==> src/rtl/fft_pkg.sv <==
// Shared definitions for the radix-2 DIT FFT sequencer: state encoding,
// default transform size and the bit-reversal helper.
package fft_pkg;

    localparam int unsigned FFT_N = 9;

    typedef enum logic [2:0] {
        IDLE,
        LOAD,
        BF_RD,
        BF_WR,
        UNLOAD
    } state_t;

    function automatic logic [FFT_N-1:0] bitrev(input logic [FFT_N-1:0] value,
                                                input int unsigned     width);
        logic [FFT_N-1:0] r;
        r = '0;
        for (int unsigned i = 0; i < width && i < FFT_N; i++) begin
            r[i] = value[width - 1 - i];
        end
        return r;
    endfunction

endpackage

==> src/rtl/fft_ctrl_if.sv <==
// Control/handshake bundle between the FFT sequencer and the RAM, twiddle ROM
// and butterfly datapath.
interface fft_ctrl_if #(
    parameter int unsigned N = fft_pkg::FFT_N
);
    logic                 start;
    logic                 in_valid;
    logic                 in_ready;
    logic                 out_ready;
    logic                 out_valid;
    logic [N-1:0]         add_a;
    logic [N-1:0]         add_b;
    logic                 we;
    logic                 load_sel;
    logic                 bf_latch;
    logic [N-2:0]         tw_addr;
    logic [$clog2(N)-1:0] stage;
    logic                 busy;
    logic                 done;

    modport master (
        input  start, in_valid, out_ready,
        output in_ready, out_valid, add_a, add_b, we, load_sel, bf_latch,
               tw_addr, stage, busy, done
    );

    modport slave (
        output start, in_valid, out_ready,
        input  in_ready, out_valid, add_a, add_b, we, load_sel, bf_latch,
               tw_addr, stage, busy, done
    );
endinterface

==> src/rtl/fft_agu.sv <==
// Butterfly address generator: maps (stage, j) to the two operand addresses
// and the twiddle ROM index.
module fft_agu
    import fft_pkg::*;
#(
    parameter int unsigned N = FFT_N
) (
    input  logic [$clog2(N)-1:0] stage,
    input  logic [N-2:0]         j,
    output logic [N-1:0]         add_a,
    output logic [N-1:0]         add_b,
    output logic [N-2:0]         tw_addr
);
    logic [N-1:0] jw;
    logic [N-1:0] half;
    logic [N-1:0] lo;

    always_comb begin
        jw      = {1'b0, j};
        half    = N'(1) << stage;
        lo      = jw & (half - N'(1));
        add_a   = ((jw >> stage) << (stage + 1'b1)) | lo;
        add_b   = add_a + half;
        // lo << (N-1-s) written as (lo << (N-1)) >> s so the shift never goes negative
        tw_addr = (N-1)'({lo[N-2:0], {(N-1){1'b0}}} >> stage);
    end

endmodule

==> src/rtl/fft_ctrl.sv <==
// In-place radix-2 DIT FFT sequencer: bit-reversed load, log2(points)
// butterfly stages of read/write pairs, then natural-order readout.
module fft_ctrl
    import fft_pkg::*;
#(
    parameter int unsigned N = FFT_N
) (
    input  logic       clk,
    input  logic       reset,
    fft_ctrl_if.master bus
);
    localparam int unsigned    SW         = $clog2(N);
    localparam logic [N:0]     CNT_LAST   = (N+1)'((1 << N) - 1);
    localparam logic [N:0]     CNT_ONE    = (N+1)'(1);
    localparam logic [N-2:0]   J_LAST     = '1;
    localparam logic [N-2:0]   J_ONE      = (N-1)'(1);
    localparam logic [SW-1:0]  STAGE_LAST = SW'(N - 1);
    localparam logic [SW-1:0]  STAGE_ONE  = SW'(1);

    state_t        state;
    logic [N:0]    cnt;
    logic [N-2:0]  j;
    logic [SW-1:0] stage;
    logic          busy_q, in_ready_q, out_valid_q, load_sel_q;
    logic          bf_latch_q, bf_wr_q, done_q;

    logic [N-1:0]  agu_a, agu_b, rev;
    logic [N-2:0]  agu_tw;

    fft_agu #(.N(N)) u_agu (
        .stage   (stage),
        .j       (j),
        .add_a   (agu_a),
        .add_b   (agu_b),
        .tw_addr (agu_tw)
    );

    always_ff @(posedge clk or negedge reset) begin
        if (!reset) begin
            state       <= IDLE;
            cnt         <= '0;
            j           <= '0;
            stage       <= '0;
            busy_q      <= 1'b0;
            in_ready_q  <= 1'b0;
            out_valid_q <= 1'b0;
            load_sel_q  <= 1'b0;
            bf_latch_q  <= 1'b0;
            bf_wr_q     <= 1'b0;
            done_q      <= 1'b0;
        end else begin
            done_q <= 1'b0;
            case (state)
                IDLE: begin
                    // a start coinciding with the done pulse is dropped
                    if (bus.start && !done_q) begin
                        state      <= LOAD;
                        cnt        <= '0;
                        j          <= '0;
                        stage      <= '0;
                        busy_q     <= 1'b1;
                        in_ready_q <= 1'b1;
                        load_sel_q <= 1'b1;
                    end
                end
                LOAD: begin
                    if (bus.in_valid) begin
                        if (cnt == CNT_LAST) begin
                            state      <= BF_RD;
                            cnt        <= '0;
                            in_ready_q <= 1'b0;
                            load_sel_q <= 1'b0;
                            bf_latch_q <= 1'b1;
                        end else begin
                            cnt <= cnt + CNT_ONE;
                        end
                    end
                end
                BF_RD: begin
                    state      <= BF_WR;
                    bf_latch_q <= 1'b0;
                    bf_wr_q    <= 1'b1;
                end
                BF_WR: begin
                    bf_wr_q <= 1'b0;
                    if (j == J_LAST) begin
                        j     <= '0;
                        stage <= stage + STAGE_ONE;
                        if (stage == STAGE_LAST) begin
                            state       <= UNLOAD;
                            cnt         <= '0;
                            out_valid_q <= 1'b1;
                        end else begin
                            state      <= BF_RD;
                            bf_latch_q <= 1'b1;
                        end
                    end else begin
                        j          <= j + J_ONE;
                        state      <= BF_RD;
                        bf_latch_q <= 1'b1;
                    end
                end
                UNLOAD: begin
                    if (bus.out_ready) begin
                        if (cnt == CNT_LAST) begin
                            state       <= IDLE;
                            cnt         <= '0;
                            out_valid_q <= 1'b0;
                            busy_q      <= 1'b0;
                            done_q      <= 1'b1;
                        end else begin
                            cnt <= cnt + CNT_ONE;
                        end
                    end
                end
                default: state <= IDLE;
            endcase
        end
    end

    always_comb begin
        rev         = N'(bitrev(FFT_N'(cnt[N-1:0]), N));
        bus.add_a   = '0;
        bus.add_b   = '0;
        bus.tw_addr = '0;
        unique case (state)
            LOAD: begin
                bus.add_a = rev;
                bus.add_b = rev;
            end
            BF_RD, BF_WR: begin
                bus.add_a   = agu_a;
                bus.add_b   = agu_b;
                bus.tw_addr = agu_tw;
            end
            UNLOAD: begin
                bus.add_a = cnt[N-1:0];
                bus.add_b = cnt[N-1:0];
            end
            default: ;
        endcase
    end

    assign bus.we        = (in_ready_q & bus.in_valid) | bf_wr_q;
    assign bus.in_ready  = in_ready_q;
    assign bus.out_valid = out_valid_q;
    assign bus.load_sel  = load_sel_q;
    assign bus.bf_latch  = bf_latch_q;
    assign bus.busy      = busy_q;
    assign bus.done      = done_q;
    assign bus.stage     = stage;

endmodule

==> src/flat_wrapper.sv <==
// flat-port wrapper written by rule: the top's interface ports become plain ports
module fft_ctrl_flat import fft_pkg::*;
#(
    parameter int unsigned N = FFT_N
)
  (clk, reset, bus_start, bus_in_valid, bus_out_ready, bus_in_ready, bus_out_valid, bus_add_a, bus_add_b, bus_we, bus_load_sel, bus_bf_latch, bus_tw_addr, bus_stage, bus_busy, bus_done);
  fft_ctrl_if #(.N(N)) bus_i ();
  input  logic clk;
  input  logic reset;
  input wire logic [$bits(bus_i.start)-1:0] bus_start;
  input wire logic [$bits(bus_i.in_valid)-1:0] bus_in_valid;
  input wire logic [$bits(bus_i.out_ready)-1:0] bus_out_ready;
  output wire logic [$bits(bus_i.in_ready)-1:0] bus_in_ready;
  output wire logic [$bits(bus_i.out_valid)-1:0] bus_out_valid;
  output wire logic [$bits(bus_i.add_a)-1:0] bus_add_a;
  output wire logic [$bits(bus_i.add_b)-1:0] bus_add_b;
  output wire logic [$bits(bus_i.we)-1:0] bus_we;
  output wire logic [$bits(bus_i.load_sel)-1:0] bus_load_sel;
  output wire logic [$bits(bus_i.bf_latch)-1:0] bus_bf_latch;
  output wire logic [$bits(bus_i.tw_addr)-1:0] bus_tw_addr;
  output wire logic [$bits(bus_i.stage)-1:0] bus_stage;
  output wire logic [$bits(bus_i.busy)-1:0] bus_busy;
  output wire logic [$bits(bus_i.done)-1:0] bus_done;
  assign bus_i.start = bus_start;
  assign bus_i.in_valid = bus_in_valid;
  assign bus_i.out_ready = bus_out_ready;
  assign bus_in_ready = bus_i.in_ready;
  assign bus_out_valid = bus_i.out_valid;
  assign bus_add_a = bus_i.add_a;
  assign bus_add_b = bus_i.add_b;
  assign bus_we = bus_i.we;
  assign bus_load_sel = bus_i.load_sel;
  assign bus_bf_latch = bus_i.bf_latch;
  assign bus_tw_addr = bus_i.tw_addr;
  assign bus_stage = bus_i.stage;
  assign bus_busy = bus_i.busy;
  assign bus_done = bus_i.done;
  fft_ctrl #(.N(N)) u_core (.clk(clk), .reset(reset), .bus(bus_i));
endmodule
==> config.mk <==
export PLATFORM = sky130hd
export DESIGN_NAME = fft_ctrl_flat
export DESIGN_NICKNAME = d
export VERILOG_FILES = /design/src/rtl/fft_pkg.sv /design/src/rtl/fft_ctrl_if.sv /design/src/rtl/fft_agu.sv /design/src/rtl/fft_ctrl.sv /design/src/flat_wrapper.sv
export SDC_FILE = /design/constraint.sdc
export NUM_CORES = 1
export LEC_CHECK = 0
export BUFFER_PORTS_ARGS = -buffer_cell sky130_fd_sc_hd__buf_2
export CAP_MARGIN = 15
export CORE_MARGIN = 1.5
export CORE_UTILIZATION = 25
export DETAILED_ROUTE_END_ITERATION = 10
export GPL_ROUTABILITY_DRIVEN = 0
export PLACE_DENSITY = 0.49
export SLEW_MARGIN = 30
export SYNTH_ARGS = -nofsm -noshare
export SYNTH_HDL_FRONTEND = slang
export SYNTH_HIERARCHICAL = 1
export SYNTH_SLANG_ARGS = --single-unit
==> constraint.sdc <==
create_clock -name clk -period 4.21 [get_ports clk]
set_input_delay 0.842 -clock clk [delete_from_list [all_inputs] [get_ports clk]]
set_output_delay 0.842 -clock clk [all_outputs]
set_load 0.1 [all_outputs]
==> out/results.ini, run 1 <==
[worst_setup_path]
cp_max_fo=6
critPathSlowestCell=mux4_2
cp_cell_sequence=buf_6, mux2i_1, mux4_2, o22ai_2, a22oi_2, o21ai_1, ha_1, a21o_1, a21oi_2, nor2b_1, o21a_1, o41a_1, xnor2_1, a21o_4, buf_12
required_ns=3.37
cp.arrival_ns=3.78
end_kind=primary output
startpoint_type=flop
reg2reg_depth=9
crit_type=reg2out
max_stage_delay_ns=0.54

[synth]
async_flop_share_pct=100
synth_ff_type=dfrtp_1
yosys_warnings=6
synth_seq_cells=31
synth-seq-area-share_pct=20.9
synth_cells=478
syn_avg_cell_area_um2=7.76
yosysUniqueCellTypes=75
syn_nets=503
syn_area_um2=3710
synth-edff-count=0

[floorplan]
initial_core_util_pct=25.5
io_pins=42
core_um2=14500
die_w_um=125
die_height_um=125
num_rows=44
fp.dieArea_um2=15600

[power]
leakagePower_nw=2.50
irDropWorstVdd_mv=0.276
power_density_nw_per_um2=304
power.total_mw=1.66

[place]
placed_cell_area_um2=4940
hpwl_um=9260
dpl.cell_count=752
portBuffers=41

[timing]
skew_ns=0.00383
fin_crit_ns=4.62
layout_setup_ws_ns=-0.412
rsz0062_at_grt=true
relSlewSlack_pct=54.0
finalHoldViolCount=0
final.period_utilization_pct=110
tightest_slew_ns=0.690
holdWs_ns=0.469
setup_viol=6
fmax_ghz=0.216
maxSlewViolCount=0

[clock_tree]
clockBufferDepth=2
hold_buffers=0
root_buffer=clkbuf_16
clk_pin_slew_ns=0.05
cts_made_buffers=5
clk_latency_ns=0.27
cts_tree=yes
ctsHtreeMaxLevel=2
cts.sinks=31

[drt]
drt_iter0_drc=260
firstDrtPassIters=5
vias=4105
wirelength_um=12100
post_drt_wl_per_cell_um=15.4
drcViolationCount=0
viasPerCell=5.22
final_antenna_net_count=0

[global_route]
grt_pass1_vias=4163
antenna_found_initial=0
grt_pass1_wl_um=20300
globalRouteTotalUtil_pct=15.5
grt_max_degree=32
grt_overflow_total=0

[hold_path]
hold_depth=1
hold_path.class=reg2reg

[cells_and_area]
final_cells=786
antennaDiodeCount=0
fin_area_um2=5460
drive_above_1_share_pct=38.9
nFillCells=1523
nets=626
area_delta_synth_final_pct=47.1

[run_status]
violations=negative setup slack
outcome=finished with violations

[run]
maxCapViolCount=0

==> cells by family (layout without fill, tap and decap cells) <==
kind of cell             count (synthesis)  after routing  share of synthesized area [%]
XOR/XNOR                                14             14                           3.30
flip-flops                              31             31                           20.9
AND/OR/NAND/NOR                        190            190                           28.1
buffers and inverters                   51            175                           6.37
AO/OA/AOI/OAI                          151            151                           27.8
adder cells (fa/ha/maj)                 20             20                           6.95
multiplexers                            21             21                           6.54
==> per-layer routing <==
layer  part of all wire [%]  vias to the layer above  track usage [%]  routed length (µm)
met3                    3.5                       17             1.63                 419
met1                     47                     1979             20.0                5640
met5                      0                        -                0                   0
met2                     48                      100             27.2                5860
li1                       -                     2009                -                   -
met4                    1.5                        0             4.61                 186
==> final cells by class <==
cell class	count	area, µm²	area share [%]
multi-input cells	396	3010	55.1
repair buffers	151	1220	22.4
flip-flops and latches	31	791	14.5
well taps	184	230	4.22
clock buffers	7	133	2.43
inverters	16	67.6	1.24
clock inverters	1	5.00	0.0917
==> sequential cells by signal (all words and copies together) (netlist names) <==
signal                count
u_core/bus.busy           1
u_core/bus.done           1
u_core/bus.load_sel       1
u_core/bus.stage          4
u_core/bus.out_valid      1
u_core/cnt               10
u_core/state              3
u_core/bus.bf_latch       1
u_core/bf_wr_q            1
u_core/j                  8
==> cell usage in the layout, fill, tap and decap left out, drive strengths merged, types with 8 or more instances in the layout <==
master  netlist  layout
buf          19     146
a21oi        15      15
dfrtp        31      31
nand2b       15      15
nor2         46      46
a21o         22      22
o21ai        42      42
nor3         12      12
nand2        37      37
a31oi         9       9
and2         12      12
ha           19      19
o22ai         8       8
nor4          8       8
o31ai         8       8
a22oi        10      10
clkbuf       16      12
nand3        16      16
inv          16      16
mux2i        13      13
nor2b        12      12
xnor2         8       8
==> synth_stat cells (6+ instances only) <==
| library cell | count | area share, % |
|---|---|---|
| a21o_1 | 22 | 4.5 |
| a21oi_1 | 14 | 1.9 |
| a22oi_1 | 10 | 2.0 |
| a31oi_1 | 9 | 1.5 |
| and2_1 | 12 | 2.0 |
| buf_2 | 9 | 1.2 |
| clkbuf_1 | 16 | 1.6 |
| dfrtp_1 | 31 | 21 |
| ha_1 | 19 | 6.4 |
| inv_1 | 14 | 1.4 |
| mux2_2 | 6 | 1.8 |
| mux2i_1 | 13 | 3.5 |
| nand2_1 | 37 | 3.7 |
| nand2b_1 | 15 | 2.5 |
| nand3_1 | 16 | 2.2 |
| nor2_1 | 46 | 4.7 |
| nor2b_1 | 12 | 2.0 |
| nor3_1 | 11 | 1.5 |
| o21ai_0 | 34 | 4.6 |
| o21ai_1 | 8 | 1.1 |
| o22ai_1 | 7 | 1.2 |
| o31ai_1 | 6 | 1.2 |
| xnor2_1 | 8 | 1.9 |
| xor2_1 | 6 | 1.4 |
==> worst paths after layout <==
path                                     start                   to  slack (ns)
setup / recovery           u_core/bus.stage[2]         bus_add_b[8]       -0.41
hold / removal                   u_core/cnt[9]        u_core/cnt[9]        0.47
setup reg to reg           u_core/bus.stage[0]        u_core/cnt[8]        1.83
hold reg to reg                  u_core/cnt[9]        u_core/cnt[9]        0.47
max in group asynchronous                reset  u_core/bus.stage[1]        3.07
min in group asynchronous                reset        u_core/cnt[4]        0.62
==> report_power, final <==
part           switching [mW]  total (mW)  internal [mW]
combinational           0.633       0.950          0.316
clock                   0.115       0.333          0.218
sequential             0.0482       0.375          0.327
total                   0.796        1.66          0.861
==> critical path, delay by kind of cell (launching register included) <==
family,cells,cell delay (ns)
fa+ha+maj,1,0.28
flops,1,0.52
xor+xnor,1,0.15
mux,2,0.65
simple gates,1,0.06
compound gates,8,1.56
buf+inv,2,0.31
==> what timing repair did <==
action / 4_1_cts / 5_1_grt
gates resized for setup: 26 / 24
pin swaps: 9 / 10
endpoints found under the setup margin: 5 / 14
setup buffers: 23 / 4
==> stage by stage <==
| step | util [%] | setup WS [ns] | TNS (ns) |
|---|---|---|---|
| 2_1_floorplan | - | -0.161 | -0.339 |
| 3_3_place_gp | 34.0 | -0.154 | -0.289 |
| 3_5_place_dp | 34.0 | -0.168 | -0.319 |
| 4_1_cts | 36.8 | -0.376 | -1.23 |
| 5_1_grt | 37.6 | -0.539 | -2.30 |
| 6_report | 37.6 | -0.412 | -1.58 |
No activity file was read; power rests on OpenSTA's default activity.
==> run 2: changes to the inputs <==
--- a/config.mk
+++ b/config.mk
@@ -15,5 +15,4 @@
 export SLEW_MARGIN = 30
 export SYNTH_ARGS = -nofsm -noshare
 export SYNTH_HDL_FRONTEND = slang
-export SYNTH_HIERARCHICAL = 1
 export SYNTH_SLANG_ARGS = --single-unit
==> run 2 against run 1 <==
Net effect: non-clock buffer count up 31; highest routed layer unchanged; register-to-register slack worse by 0.49 ns; the flow still finishes with violations (negative setup slack); count of clock-buffer cells in the layout down 1; via count up 14%; critical path type unchanged; clock power up 26%; core utilization up 4.7 points; worst hold slack better by 0.026 ns; global-route usage up 3.4 points; cell count up 9.0%.
==> out/results.ini, run 2 <==
[worst_setup_path]
cp_cell_sequence=buf_12, inv_6, ha_4, nor3b_4, inv_2, ha_4, or4b_1, a221o_1, and2_4, a32o_2, ha_4, or4_4, o311ai_4, a211oi_2, o211a_1, or4_4, buf_12
crit_type=reg2out
max_stage_delay_ns=0.54
critPathSlowestCell=or4_4
cp.buffers_inverters=4
required_ns=3.37
cp.arrival_ns=4.21
cp_max_fo=6
path_delay_family=simple AND/OR/NAND/NOR gates
end_kind=primary output
cp_common_cell=ha_4
startpoint_type=flop

[cells_and_area]
reg.largest.list=u_core.cnt x10, u_core.j x8, u_core.bus.stage x4
largest-register=u_core.cnt
nets=690
area_delta_synth_final_pct=66.1
utilization_pct=42.3
nFillCells=1529
final_cells=857
most-common-layout-cells=129 x buf_4, 51 x nand2_1, 37 x o21ai_0
drive_above_1_share_pct=44.4
final_common_cell=buf_4
antennaDiodeCount=0
largest_register_ffs=10

[floorplan]
die_height_um=127
fp.dieArea_um2=16100
core_um2=15100
io_pins=42
die_w_um=127
initial_core_util_pct=25.4
num_rows=45

[synth]
yosys_warnings=0
synth-edff-count=0
synth_seq_cells=31
yosysMostFrequentCell=nand2_1
synth_top_family_by_area=compound AO/OA/AOI/OAI gates
yosys-top-cells-count=55 x nand2_1, 51 x o21ai_0, 31 x dfrtp_1, 29 x clkbuf_1, 29 x nor2_1
synth_compound_area_share_pct=30.7
syn_area_um2=3840
yosys.area_share.simple_pct=28.6
syn_nets=545
async_flop_share_pct=100
yosys.area.top_type_share_pct=20.2
synth_largest_area_cell=dfrtp_1
synth-seq-area-share_pct=20.2
synth.area.top_cells=dfrtp_1 20%, o21ai_0 6.6%, nand2_1 5.4%
synthAdderAreaFrac_pct=5.73
syn_avg_cell_area_um2=7.34
yosysUniqueCellTypes=71
synth_xor_area_share_pct=1.56
synth_ff_type=dfrtp_1
muxShareOfSynthArea_pct=5.73
synth_cells=523

[timing]
relSlewSlack_pct=47.1
final.period_utilization_pct=120
fin_crit_ns=5.06
skew_ns=0.00464
maxSlewViolCount=0
finalHoldViolCount=0
setup_viol=7
layout_setup_ws_ns=-0.847
fmax_ghz=0.198
tightest_slew_ns=0.793
rsz0062_at_grt=true

[global_route]
grt_overflow_total=0
grt_pass1_wl_um=24500
antenna_found_initial=0
grt_pass1_vias=4662
globalRouteTotalUtil_pct=18.9
grt_max_degree=32

[clock_tree]
clockBufferDepth=2
cts_made_buffers=5
cts.sinks=31
ctsHtreeMaxLevel=2
cts_tree=yes
clk_latency_ns=0.27
clk_pin_slew_ns=0.05
root_buffer=clkbuf_16

[power]
leakagePower_nw=2.68
irDropWorstVdd_mv=0.618
power_density_nw_per_um2=359

[drt]
wirelength_um=15100
post_drt_wl_per_cell_um=17.7
final_antenna_net_count=0
drt_iter0_drc=373
viasPerCell=5.46
drcViolationCount=0
met1_length_um=6890
top_layer=met4
met2_length_um=7320
vias=4676
firstDrtPassIters=5
wl_met3_um=624

[place]
portBuffers=41
dpl.cell_count=835
hpwl_um=11600
place_ws_ns=-0.706

[run]
maxCapViolCount=0

[hold_path]
hold_path.class=reg2reg

[run_status]
outcome=finished with violations
violations=negative setup slack

==> run 2: final cells by class <==
| cell class | count | area, µm² | area share, % |
|---|---|---|---|
| clock buffer | 6 | 139 | 2.18 |
| sequential | 31 | 785 | 12.3 |
| tap | 188 | 235 | 3.69 |
| multi-input combinational | 426 | 3440 | 54.0 |
| timing repair buffer | 182 | 1650 | 25.9 |
| clock inverter | 2 | 35.0 | 0.549 |
| inverter | 22 | 90.1 | 1.41 |
==> run 2: cells by family (layout without fill, tap and decap cells) <==
| group | Yosys count | count (layout) |
|---|---|---|
| simple gates | 213 | 213 |
| compound gates | 173 | 173 |
| buf+inv | 66 | 212 |
| flops | 31 | 31 |
| fa+ha+maj | 17 | 17 |
| mux | 17 | 17 |
| xor+xnor | 6 | 6 |
==> run 2: worst paths after layout <==
kind                                     start                  end  slack [ns]  cells past startpoint
max                        u_core.bus.stage[0]         bus_add_b[8]       -0.85                     17
min                             u_core.bf_wr_q       u_core.bf_wr_q        0.49                      2
max reg2reg                u_core.bus.stage[0]        u_core.cnt[7]        1.34                     10
min reg2reg                     u_core.bf_wr_q       u_core.bf_wr_q        0.49                      2
max in group asynchronous                reset  u_core.bus.stage[1]        3.04                      1
min in group asynchronous                reset          u_core.j[0]        0.63                      1
==> run 2: routing by layer <==
layer,track usage (%),vias to the layer above
li1,-,2245
met4,5.15,0
met1,25.0,2267
met3,2.36,25
met2,32.3,139
met5,0,-
==> run 2: what timing repair did <==
| item | in CTS | in global routing |
|---|---|---|
| setup buffers | 11 | 3 |
| setup endpoints to repair | 9 | 12 |
| hold buffers | 0 | 0 |
| resized for setup | 57 | 26 |
| pin swaps | 23 | 9 |
| hold endpoints to repair | 0 | 0 |
==> run 2: stage by stage <==
step                hold slack (ns)  TNS, ns  power [mW]  area [µm²]
finish                        0.495    -2.84        2.29        6380
global placement              0.481    -2.11        1.74        5700
global route                  0.538    -3.72        2.40        6380
CTS                           0.508    -2.92        2.25        6210
floorplan                     0.452    -4.13        1.24        4210
detailed placement            0.499    -2.13        1.74        5700
==> run 2: where the power goes <==
part           switching, mW  internal (mW)
Clock                  0.127          0.294
Sequential            0.0715          0.333
Combinational          0.872          0.594
==> run 2: worst register-to-register path, delay by kind of cell, from the launching register on <==
family | cells | cell delay (ns)
adders and majority gates | 1 | 0.11
AOI/OAI and AO/OA | 2 | 0.38
DFF | 1 | 0.53
and+or+nand+nor | 4 | 1.40
buffers and inverters | 3 | 0.39
